$ cat src/rtl/imem_arbiter_if.sv
// imem_arbiter_if: fetch, loader and instruction-RAM port signals.
// master: arbiter view; slave: pipeline / loader / RAM view.
interface imem_arbiter_if #(
  parameter int ADDR_W = 6,
  parameter int DATA_W = 32
);
  logic              hlt;
  logic              fetch_req;
  logic [ADDR_W-1:0] fetch_addr;
  logic              fetch_gnt;
  logic              fetch_valid;
  logic [DATA_W-1:0] fetch_rdata;
  logic              hold_pc;
  logic              load_req;
  logic [ADDR_W-1:0] load_addr;
  logic [DATA_W-1:0] load_wdata;
  logic              load_last;
  logic              load_gnt;
  logic              mem_en;
  logic              mem_we;
  logic [ADDR_W-1:0] mem_addr;
  logic [DATA_W-1:0] mem_wdata;
  logic [DATA_W-1:0] mem_rdata;
  logic              busy;
  logic              flush;

  modport master (
    input  hlt, fetch_req, fetch_addr,
    input  load_req, load_addr, load_wdata,
    input  load_last, mem_rdata,
    output fetch_gnt, fetch_valid, fetch_rdata,
    output hold_pc, load_gnt, mem_en, mem_we,
    output mem_addr, mem_wdata, busy, flush
  );

  modport slave (
    output hlt, fetch_req, fetch_addr,
    output load_req, load_addr, load_wdata,
    output load_last, mem_rdata,
    input  fetch_gnt, fetch_valid, fetch_rdata,
    input  hold_pc, load_gnt, mem_en, mem_we,
    input  mem_addr, mem_wdata, busy, flush
  );
endinterface

$ cat src/rtl/imem_arbiter.sv
// imem_arbiter: shares the single-port IMEM between fetch and loader.
// Ports: i_clk, i_rst_n (sync, active-low), io_bus (imem_arbiter_if.master).
// Option IMEM_LOAD_FLUSH_EN: one-cycle flush pulse after each LOAD exit.
module imem_arbiter #(
  parameter int ADDR_W       = 6,
  parameter int DATA_W       = 32,
  parameter int MAX_BURST    = 8,
  parameter int STARVE_LIMIT = 4
) (
  input  logic           i_clk,
  input  logic           i_rst_n,
  imem_arbiter_if.master io_bus
);

  typedef enum logic [1:0] {
    IDLE  = 2'd0,
    FETCH = 2'd1,
    LOAD  = 2'd2
  } state_t;

  localparam int SW = $clog2(STARVE_LIMIT + 1);
  localparam int BW = $clog2(MAX_BURST) + 1;
  localparam logic [SW-1:0] STARVE_MAX = SW'(STARVE_LIMIT);
  localparam logic [SW-1:0] STARVE_GO  = SW'(STARVE_LIMIT - 1);
  localparam logic [BW-1:0] BURST_END  = BW'(MAX_BURST - 1);
  localparam logic [DATA_W-1:0] NOP    = DATA_W'(32'h0000_0013);

  state_t          r_state;
  logic [SW-1:0]   r_starve;
  logic [BW-1:0]   r_burst;
  logic            r_fvalid;

  logic              w_freq;
  logic              w_fgnt;
  logic              w_lgnt;
  logic              w_load_go;
  logic              w_load_end;
  logic              w_load_exit;
  logic              w_fvalid_d;
  logic [ADDR_W-1:0] w_addr;

  // A halted core never requests.
  assign w_freq = io_bus.fetch_req & ~io_bus.hlt;

  // Grants are masked during reset so the reset-cycle write is dropped.
  assign w_fgnt = i_rst_n & (r_state == FETCH) & w_freq;
  assign w_lgnt = i_rst_n & (r_state == LOAD) & io_bus.load_req;

  // Loader wins when fetch is idle or it has waited long enough.
  assign w_load_go = io_bus.load_req &
                     (~w_freq | (r_starve >= STARVE_GO));

  assign w_load_end = (w_lgnt & (io_bus.load_last |
                                 (r_burst == BURST_END))) |
                      ~io_bus.load_req;
  assign w_load_exit = (r_state == LOAD) & w_load_end;

  assign w_addr = (r_state == LOAD) ? io_bus.load_addr
                                    : io_bus.fetch_addr;

`ifdef IMEM_LOAD_FLUSH_EN
  logic r_flush;
  assign w_fvalid_d   = w_fgnt & ~w_load_exit;
  assign io_bus.flush = r_flush;
`else
  assign w_fvalid_d   = w_fgnt;
  assign io_bus.flush = 1'b0;
`endif

  assign io_bus.fetch_gnt   = w_fgnt;
  assign io_bus.load_gnt    = w_lgnt;
  assign io_bus.mem_en      = w_fgnt | w_lgnt;
  assign io_bus.mem_we      = w_lgnt;
  assign io_bus.mem_addr    = w_addr;
  assign io_bus.mem_wdata   = io_bus.load_wdata;
  assign io_bus.hold_pc     = ~i_rst_n | (w_freq & ~w_fgnt);
  assign io_bus.busy        = (r_state != IDLE);
  assign io_bus.fetch_valid = r_fvalid;
  assign io_bus.fetch_rdata = r_fvalid ? io_bus.mem_rdata : NOP;

  always_ff @(posedge i_clk) begin
    if (!i_rst_n) begin
      r_state  <= IDLE;
      r_starve <= '0;
      r_burst  <= '0;
      r_fvalid <= 1'b0;
`ifdef IMEM_LOAD_FLUSH_EN
      r_flush  <= 1'b0;
`endif
    end else begin
      r_fvalid <= w_fvalid_d;
`ifdef IMEM_LOAD_FLUSH_EN
      r_flush  <= w_load_exit;
`endif
      unique case (r_state)
        IDLE: begin
          if (w_load_go)   r_state <= LOAD;
          else if (w_freq) r_state <= FETCH;
        end
        FETCH: begin
          if (w_load_go)
            r_state <= LOAD;
          else if (!w_freq && !io_bus.load_req)
            r_state <= IDLE;
        end
        LOAD: begin
          if (w_load_end)
            r_state <= w_freq ? FETCH : IDLE;
        end
        default: r_state <= IDLE;
      endcase

      // Starvation age; held at zero through a LOAD tenure.
      if (r_state == LOAD)
        r_starve <= '0;
      else if (!io_bus.load_req)
        r_starve <= '0;
      else if (w_load_go)
        r_starve <= '0;
      else if (r_starve != STARVE_MAX)
        r_starve <= r_starve + SW'(1);

      if (w_load_exit)
        r_burst <= '0;
      else if (w_lgnt)
        r_burst <= r_burst + BW'(1);
    end
  end

endmodule

$ cat src/flat_wrapper.sv
// flat-port wrapper written by rule: the top's interface ports become plain ports
module imem_arbiter_flat 
#(
  parameter int ADDR_W       = 6,
  parameter int DATA_W       = 32,
  parameter int MAX_BURST    = 8,
  parameter int STARVE_LIMIT = 4
)
  (i_clk, i_rst_n, io_bus_hlt, io_bus_fetch_req, io_bus_fetch_addr, io_bus_load_req, io_bus_load_addr, io_bus_load_wdata, io_bus_load_last, io_bus_mem_rdata, io_bus_fetch_gnt, io_bus_fetch_valid, io_bus_fetch_rdata, io_bus_hold_pc, io_bus_load_gnt, io_bus_mem_en, io_bus_mem_we, io_bus_mem_addr, io_bus_mem_wdata, io_bus_busy, io_bus_flush);
  imem_arbiter_if #(.ADDR_W(ADDR_W), .DATA_W(DATA_W)) io_bus_i ();
  input  logic i_clk;
  input  logic i_rst_n;
  input wire logic [$bits(io_bus_i.hlt)-1:0] io_bus_hlt;
  input wire logic [$bits(io_bus_i.fetch_req)-1:0] io_bus_fetch_req;
  input wire logic [$bits(io_bus_i.fetch_addr)-1:0] io_bus_fetch_addr;
  input wire logic [$bits(io_bus_i.load_req)-1:0] io_bus_load_req;
  input wire logic [$bits(io_bus_i.load_addr)-1:0] io_bus_load_addr;
  input wire logic [$bits(io_bus_i.load_wdata)-1:0] io_bus_load_wdata;
  input wire logic [$bits(io_bus_i.load_last)-1:0] io_bus_load_last;
  input wire logic [$bits(io_bus_i.mem_rdata)-1:0] io_bus_mem_rdata;
  output wire logic [$bits(io_bus_i.fetch_gnt)-1:0] io_bus_fetch_gnt;
  output wire logic [$bits(io_bus_i.fetch_valid)-1:0] io_bus_fetch_valid;
  output wire logic [$bits(io_bus_i.fetch_rdata)-1:0] io_bus_fetch_rdata;
  output wire logic [$bits(io_bus_i.hold_pc)-1:0] io_bus_hold_pc;
  output wire logic [$bits(io_bus_i.load_gnt)-1:0] io_bus_load_gnt;
  output wire logic [$bits(io_bus_i.mem_en)-1:0] io_bus_mem_en;
  output wire logic [$bits(io_bus_i.mem_we)-1:0] io_bus_mem_we;
  output wire logic [$bits(io_bus_i.mem_addr)-1:0] io_bus_mem_addr;
  output wire logic [$bits(io_bus_i.mem_wdata)-1:0] io_bus_mem_wdata;
  output wire logic [$bits(io_bus_i.busy)-1:0] io_bus_busy;
  output wire logic [$bits(io_bus_i.flush)-1:0] io_bus_flush;
  assign io_bus_i.hlt = io_bus_hlt;
  assign io_bus_i.fetch_req = io_bus_fetch_req;
  assign io_bus_i.fetch_addr = io_bus_fetch_addr;
  assign io_bus_i.load_req = io_bus_load_req;
  assign io_bus_i.load_addr = io_bus_load_addr;
  assign io_bus_i.load_wdata = io_bus_load_wdata;
  assign io_bus_i.load_last = io_bus_load_last;
  assign io_bus_i.mem_rdata = io_bus_mem_rdata;
  assign io_bus_fetch_gnt = io_bus_i.fetch_gnt;
  assign io_bus_fetch_valid = io_bus_i.fetch_valid;
  assign io_bus_fetch_rdata = io_bus_i.fetch_rdata;
  assign io_bus_hold_pc = io_bus_i.hold_pc;
  assign io_bus_load_gnt = io_bus_i.load_gnt;
  assign io_bus_mem_en = io_bus_i.mem_en;
  assign io_bus_mem_we = io_bus_i.mem_we;
  assign io_bus_mem_addr = io_bus_i.mem_addr;
  assign io_bus_mem_wdata = io_bus_i.mem_wdata;
  assign io_bus_busy = io_bus_i.busy;
  assign io_bus_flush = io_bus_i.flush;
  imem_arbiter #(.ADDR_W(ADDR_W), .DATA_W(DATA_W), .MAX_BURST(MAX_BURST), .STARVE_LIMIT(STARVE_LIMIT)) u_core (.i_clk(i_clk), .i_rst_n(i_rst_n), .io_bus(io_bus_i));
endmodule
$ cat config.mk
export PLATFORM = sky130hd
export DESIGN_NAME = imem_arbiter_flat
export DESIGN_NICKNAME = d
export VERILOG_FILES = /design/src/rtl/imem_arbiter_if.sv /design/src/rtl/imem_arbiter.sv /design/src/flat_wrapper.sv
export SDC_FILE = /design/constraint.sdc
export NUM_CORES = 1
export LEC_CHECK = 0
export BUFFER_PORTS_ARGS = -buffer_cell sky130_fd_sc_hd__buf_4
export CAP_MARGIN = 20
export CORE_MARGIN = 5
export CORE_UTILIZATION = 33
export CTS_CLUSTER_DIAMETER = 120
export CTS_CLUSTER_SIZE = 40
export DETAILED_ROUTE_END_ITERATION = 12
export PLACE_DENSITY = 0.95
export SETUP_SLACK_MARGIN = 0.1
export SKIP_LAST_GASP = 1
export SLEW_MARGIN = 0
export SYNTH_ARGS = -nofsm -noshare
export SYNTH_HDL_FRONTEND = slang
export SYNTH_SLANG_ARGS = --single-unit
export TNS_END_PERCENT = 100
$ cat constraint.sdc
create_clock -name i_clk -period 5.5 [get_ports i_clk]
set_input_delay 1.1 -clock i_clk [delete_from_list [all_inputs] [get_ports i_clk]]
set_output_delay 1.1 -clock i_clk [all_outputs]
set_load 0.03 [all_outputs]
==> summary.txt, run 1 <==
Status = complete, no violations
Crit path max fanout = 3
CP endpoint kind = primary output
Slew HR = 49.6%
Io pins = 160
Post-DP HPWL = 3290 um
First-pass DRT Iterations = 4
Worst-margin pin slew = 0.755 ns
GRT overflow = 0
Worst IR Drop VDD = 0.130 mV
Clock Path Buffers = 2
#FFs+latches synth = 10
Row cnt = 21
Port-buffer cells = 94
Synth top area share = 22.9%
Synth cell types = 31
DR WL/cell = 14.5 um
Fillers = 345
Final wirelength = 3740 um
WS Path Type = input port to primary output
Clk Latency, worst-skew pair = 0.26 ns
Final setup fails = 0
Die ar. = 0.00464 mm2
Critical path arrival = 1.99 ns
Minimum clock period after layout = 3.09 ns
# nets final = 301
CTS H-tree lvls = 1
Mapped Cells = 155
Via density = 4.56
Area grow syn2layout = 45.9%
Share of flip-flops with an asynchronous set or reset = 0%
Mapped cell area = 0.00111 mm2
Largest net degree at the start of global routing = 34
Register area share after synthesis = 18.0%
Vias in the first global route = 1,042
Ys flop type = dfxtp_1
Initial antenna violation count = 0
PwrDens = 118 mW/mm2
Post-CTS resize count = 0
GRT Util Overall = 14.2%
Starting Density = 33.7%
Post-synth top cells = 34 x buf_4, 30 x and2_1, 24 x nand2_1
Clock sink count = 10
Setup Total Neg Slack = 0 ns
Clock root cell = clkbuf_4
Top post-synthesis cells by area = buf_4 23%, dfxtp_1 18%, and2_1 17%
Hold Crit Class = register to register
P_leak = 0.841 nW
Final setup skew = 0.00579 ns
Routed Antenna Nets = 0
Max Slew Vio Count = 0
Hold Buf Count CTS = 0
Setup Buffers After CTS = 0
DP Worst Slack = 2.40 ns
GPL Wtd Cong = 0.767
1st-iter DRT viols = 15
Hold Fails Final Rpt = 0
CTS tree = done
Final core utilization = 49.1%
Remaining DRCs = 0
Post-synth EDFFs = 0
CTS buffer count = 3
Max-Cap Viols = 0
Fraction of final layout cells sized beyond drive strength 1 = 48.8%
Worst setup SP type = input port
Synth Warn # = 0
Critical Path RT = 4.40 ns
Setup ws final = 2.41 ns
Fmax = 324 MHz
Die height = 68.1 um
Vias post-DR = 1,181
Synthesized area per cell = 7.19 um2
First-pass GRT wire length = 5000 um
Core area = 0.00331 mm2
Final period utilization = 56.2%
Synthesized Nets = 241
Clock slew at reported path FFs = 0.06 ns
Die Width = 68.1 um
Top-count cell post-synth = buf_4
Diode count = 0
RSZ-0062 raised after global routing = no
Top cell type by total area after synthesis = buf_4
==> state kept, by name, summed over array words and instances (netlist names) <==
register / flops
u_core.r_burst: 4
u_core.r_state: 2
u_core.r_starve: 3
u_core.io_bus.fetch_valid: 1
==> placed cells by master, fill, tap and decap left out, drive strengths merged, types with 2 or more instances in the layout <==
cell type / count
ha: 4
or4: 2
or2: 2
clkbuf: 3
nand4: 2
nand3b: 2
inv: 4
nand2: 24
nand3: 3
buf: 94
nand4b: 2
nor2b: 4
nor2: 2
o21ai: 2
and2: 30
and3: 2
dfxtp: 10
a21oi: 6
nand2b: 6
==> cell type report <==
type	count	area, um2	share of cell area [%]
clock buffer	3	22.5	1.38
inverter	4	15.0	0.923
multi-input combinational	102	626	38.5
sequential	10	200	12.3
tap	46	57.6	3.54
timing repair buffer	94	706	43.4
==> report_power, final <==
| group | internal (mW) | switching [mW] |
|---|---|---|
| Clock | 0.0252 | 0.0228 |
| Sequential | 0.0736 | 0.00185 |
| Combinational | 0.0371 | 0.0318 |
| Total | 0.136 | 0.0565 |
==> critical path, cell delays in order <==
cell	delay, ns
buf_4	0.11
nor2b_1	0.14
and3_1	0.19
or2_2	0.28
buf_4	0.17
==> worst paths after layout <==
| kind | from | endpoint | slack (ns) | cells past startpoint |
|---|---|---|---|---|
| worst min-delay path | u_core.r_burst[1] | u_core.r_burst[1] | 0.49 | 2 |
| worst max register to register | u_core.r_starve[0] | u_core.r_starve[1] | 3.57 | 5 |
| worst min register to register | u_core.r_burst[1] | u_core.r_burst[1] | 0.49 | 2 |
| worst max-delay path | io_bus_fetch_req | io_bus_mem_en | 2.41 | 5 |
==> per-layer routing <==
layer	vias to the layer above	track usage (%)	wire, um
li1	580	-	-
met1	526	14.2	1220
met2	73	26.6	1980
met3	2	6.90	525
met4	0	2.23	12
met5	-	0	0
==> stage by stage <==
step / std cells / cell area [um2] / power, mW / hold WS [ns]
after floorplan: 155 / 1110 / 0.151 / 0.449
final: 259 / 1630 / 0.192 / 0.489
after detailed placement: 256 / 1600 / 0.146 / 0.484
after global placement: 256 / 1600 / 0.146 / 0.464
after CTS: 259 / 1630 / 0.195 / 0.493
after global routing: 259 / 1630 / 0.206 / 0.520
==> cell families after synthesis <==
kind of cell,Yosys count,share of synthesized area (%)
fa+ha+maj,4,4.49
buf+inv,43,25.9
flops,10,18.0
compound gates,13,7.86
simple gates,83,42.6
other cells,1,0.336
xor+xnor,1,0.786
(Power assumes the default switching activity.)
==> run 2, diff against run 1 <==
--- a/config.mk
+++ b/config.mk
@@ -8,11 +8,11 @@
 export BUFFER_PORTS_ARGS = -buffer_cell sky130_fd_sc_hd__buf_4
 export CAP_MARGIN = 20
 export CORE_MARGIN = 5
-export CORE_UTILIZATION = 33
+export CORE_UTILIZATION = 30
 export CTS_CLUSTER_DIAMETER = 120
 export CTS_CLUSTER_SIZE = 40
 export DETAILED_ROUTE_END_ITERATION = 12
-export PLACE_DENSITY = 0.95
+export PLACE_DENSITY = 0.88
 export SETUP_SLACK_MARGIN = 0.1
 export SKIP_LAST_GASP = 1
 export SLEW_MARGIN = 0
==> constraint.sdc (replaced) <==
create_clock -name i_clk -period 3.2 [get_ports i_clk]
set_input_delay 0.64 -clock i_clk [delete_from_list [all_inputs] [get_ports i_clk]]
set_output_delay 0.64 -clock i_clk [all_outputs]
set_load 0.03 [all_outputs]
==> summary.txt, run 2 (synthesized netlist as in run 1, its figures left out) <==
P_leak = 0.856 nW (+1.8%)
Io pins = 160 (unchanged)
Min-delay src = u_core.r_burst[1]
Biggest regs = u_core.r_burst (4), u_core.r_starve (3), u_core.r_state (2)
Hold Fails Final Rpt = 0 (unchanged)
Final wirelength = 3980 um (+6.4%)
Most frequent CP cell = nand2_1
Largest net degree at the start of global routing = 34 (unchanged)
Biggest register = u_core.r_burst
Max reg flops = 4 (unchanged)
Starting Density = 30.7% (-3.0 points)
Final hold slack = 0.474 ns (-0.0151 ns)
Die Width = 71.0 um (+4.2%)
Clock sink count = 10 (unchanged)
Post-CTS resize count = 0 (unchanged)
Hold Buf Count CTS = 0 (unchanged)
GRT Util Overall = 15.1% (+0.96 points)
RR Startpoint = u_core.r_starve[0]
Area grow syn2layout = 49.0%
Final setup skew = 0.00376 ns (-0.00202 ns)
Via density = 4.52 (-0.89%)
Slowest-stage cell, CP = nor2b_1
Final period utilization = 72.8%
Max-Cap Viols = 0 (unchanged)
Seq pwr share = 32.0% (-7.2 points)
Die ar. = 0.00504 mm2 (+8.5%)
PwrDens = 244 mW/mm2 (+110%)
Clock root cell = clkbuf_8
1st-iter DRT viols = 28 (+13)
Remaining DRCs = 0 (unchanged)
CTS buffer count = 3 (unchanged)
Most common cell after layout, fill and taps aside = buf_4
DR WL/cell = 15.2 um (+5.2%)
Minimum clock period after layout = 2.33 ns
Area of the multi-input gates = 626 um2 (unchanged)
Fraction of final layout cells sized beyond drive strength 1 = 49.1% (+0.24 points)
Placed Cells = 258 (+0.78%)
Die height = 71.0 um (+4.2%)
Port-buffer cells = 94 (unchanged)
Final core utilization = 45.7% (-3.4 points)
Cell Int Power = 0.299 mW (+120%)
Routed Antenna Nets = 0 (unchanged)
Register area = 200 um2 (unchanged)
Most frequent cells in the layout = 94 x buf_4, 30 x and2_1, 24 x nand2_1
NetSw = 0.107 mW (+90%)
Post-DP HPWL = 3500 um (+6.3%)
Status = complete, no violations
Setup Buffers After CTS = 0 (unchanged)
Max Slew Vio Count = 0 (unchanged)
Layout Cells excl Fill = 262 (+1.2%)
First-pass GRT wire length = 6140 um (+23%)
Hold Crit Class = register to register
Core area = 0.00363 mm2 (+9.8%)
CTS tree = done
RSZ-0062 raised after global routing = no
Worst setup SP type = register
Worst IR Drop VDD = 0.231 mV (+77%)
Clk Latency, worst-skew pair = 0.23 ns (-0.03 ns)
Clock network fraction of design power = 38.4% (+14 points)
Combinational share of power = 29.6% (-6.2 points)
Crit path launch = u_core.r_state[1]
CTS H-tree lvls = 1 (unchanged)
Clock Path Buffers = 2 (unchanged)
Critical Path RT = 2.56 ns (-1.84 ns)
Crit path max fanout = 11 (+8)
Diode count = 0 (unchanged)
Pwr Total = 0.406 mW (+110%)
# nets final = 301 (unchanged)
Initial antenna violation count = 0 (unchanged)
GPL Wtd Cong = 0.823 (+7.4%)
Clock slew at reported path FFs = 0.05 ns (about the same)
Vias in the first global route = 1,203 (+15%)
Final setup fails = 0 (unchanged)
CP endpoint kind = primary output
WS Path Type = register to primary output
Worst-margin pin slew = 0.799 ns (+0.0440 ns)
Row cnt = 22 (+4.8%)
First-pass DRT Iterations = 5 (+1)
CP Cell Sequence = nor2b_1 -> nand2_1 -> nand2_1 -> buf_4
Critical path arrival = 1.69 ns (-0.30 ns)
GRT overflow = 0 (unchanged)
Fmax = 429 MHz
Vias post-DR = 1,184 (+0.25%)
Sw frac = 26.4% (-3.0 points)
Fillers = 378 (+9.6%)
Slew HR = 46.6% (-3.0 points)
Worst path max stage delay = 0.68 ns (+0.40 ns)
Setup Total Neg Slack = 0 ns (unchanged)
==> run 2: worst paths after layout <==
check	slack, ns	cells after the start	endpoint
worst max-delay path	0.87	4	io_bus_mem_addr[3]
worst min-delay path	0.47	2	u_core.r_burst[1]
worst max register to register	1.27	5	u_core.r_starve[2]
worst min register to register	0.47	2	u_core.r_burst[1]
==> run 2: area by class of cell <==
type	count	area share (%)
multi-input cells	102	37.7
well taps	48	3.61
clock buffers	4	3.31
repair buffers	94	42.5
flip-flops and latches	10	12.0
inverters	4	0.904
==> run 2: critical path, delay by kind of cell (launching register included) <==
| kind | cells | cell delay [ns] |
|---|---|---|
| buffers and inverters | 1 | 0.16 |
| flip-flops | 1 | 0.41 |
| AND/OR/NAND/NOR | 3 | 0.89 |
==> run 2: metal layers <==
layer,vias to the layer above,global-route usage [%],wire (um)
li1,582,-,-
met1,510,14.4,1250
met2,90,29.5,2170
met3,2,7.24,541
met4,0,2.51,18
met5,-,0,0
==> run 2: power by group through the flow <==
stage	Clock, mW	Combinational, mW	Sequential (mW)
global route	0.165	0.131	0.130
floorplan	0	0.128	0.131
detailed placement	0	0.121	0.132
finish	0.156	0.120	0.130
CTS	0.160	0.121	0.130
global placement	0	0.119	0.132
==> run 2: per-stage QoR <==
step           area, um2  worst slack, ns
2_1_floorplan       1110             1.05
3_3_place_gp        1610             1.02
3_5_place_dp        1610             1.02
4_1_cts             1660            0.899
5_1_grt             1660            0.738
6_report            1660            0.870
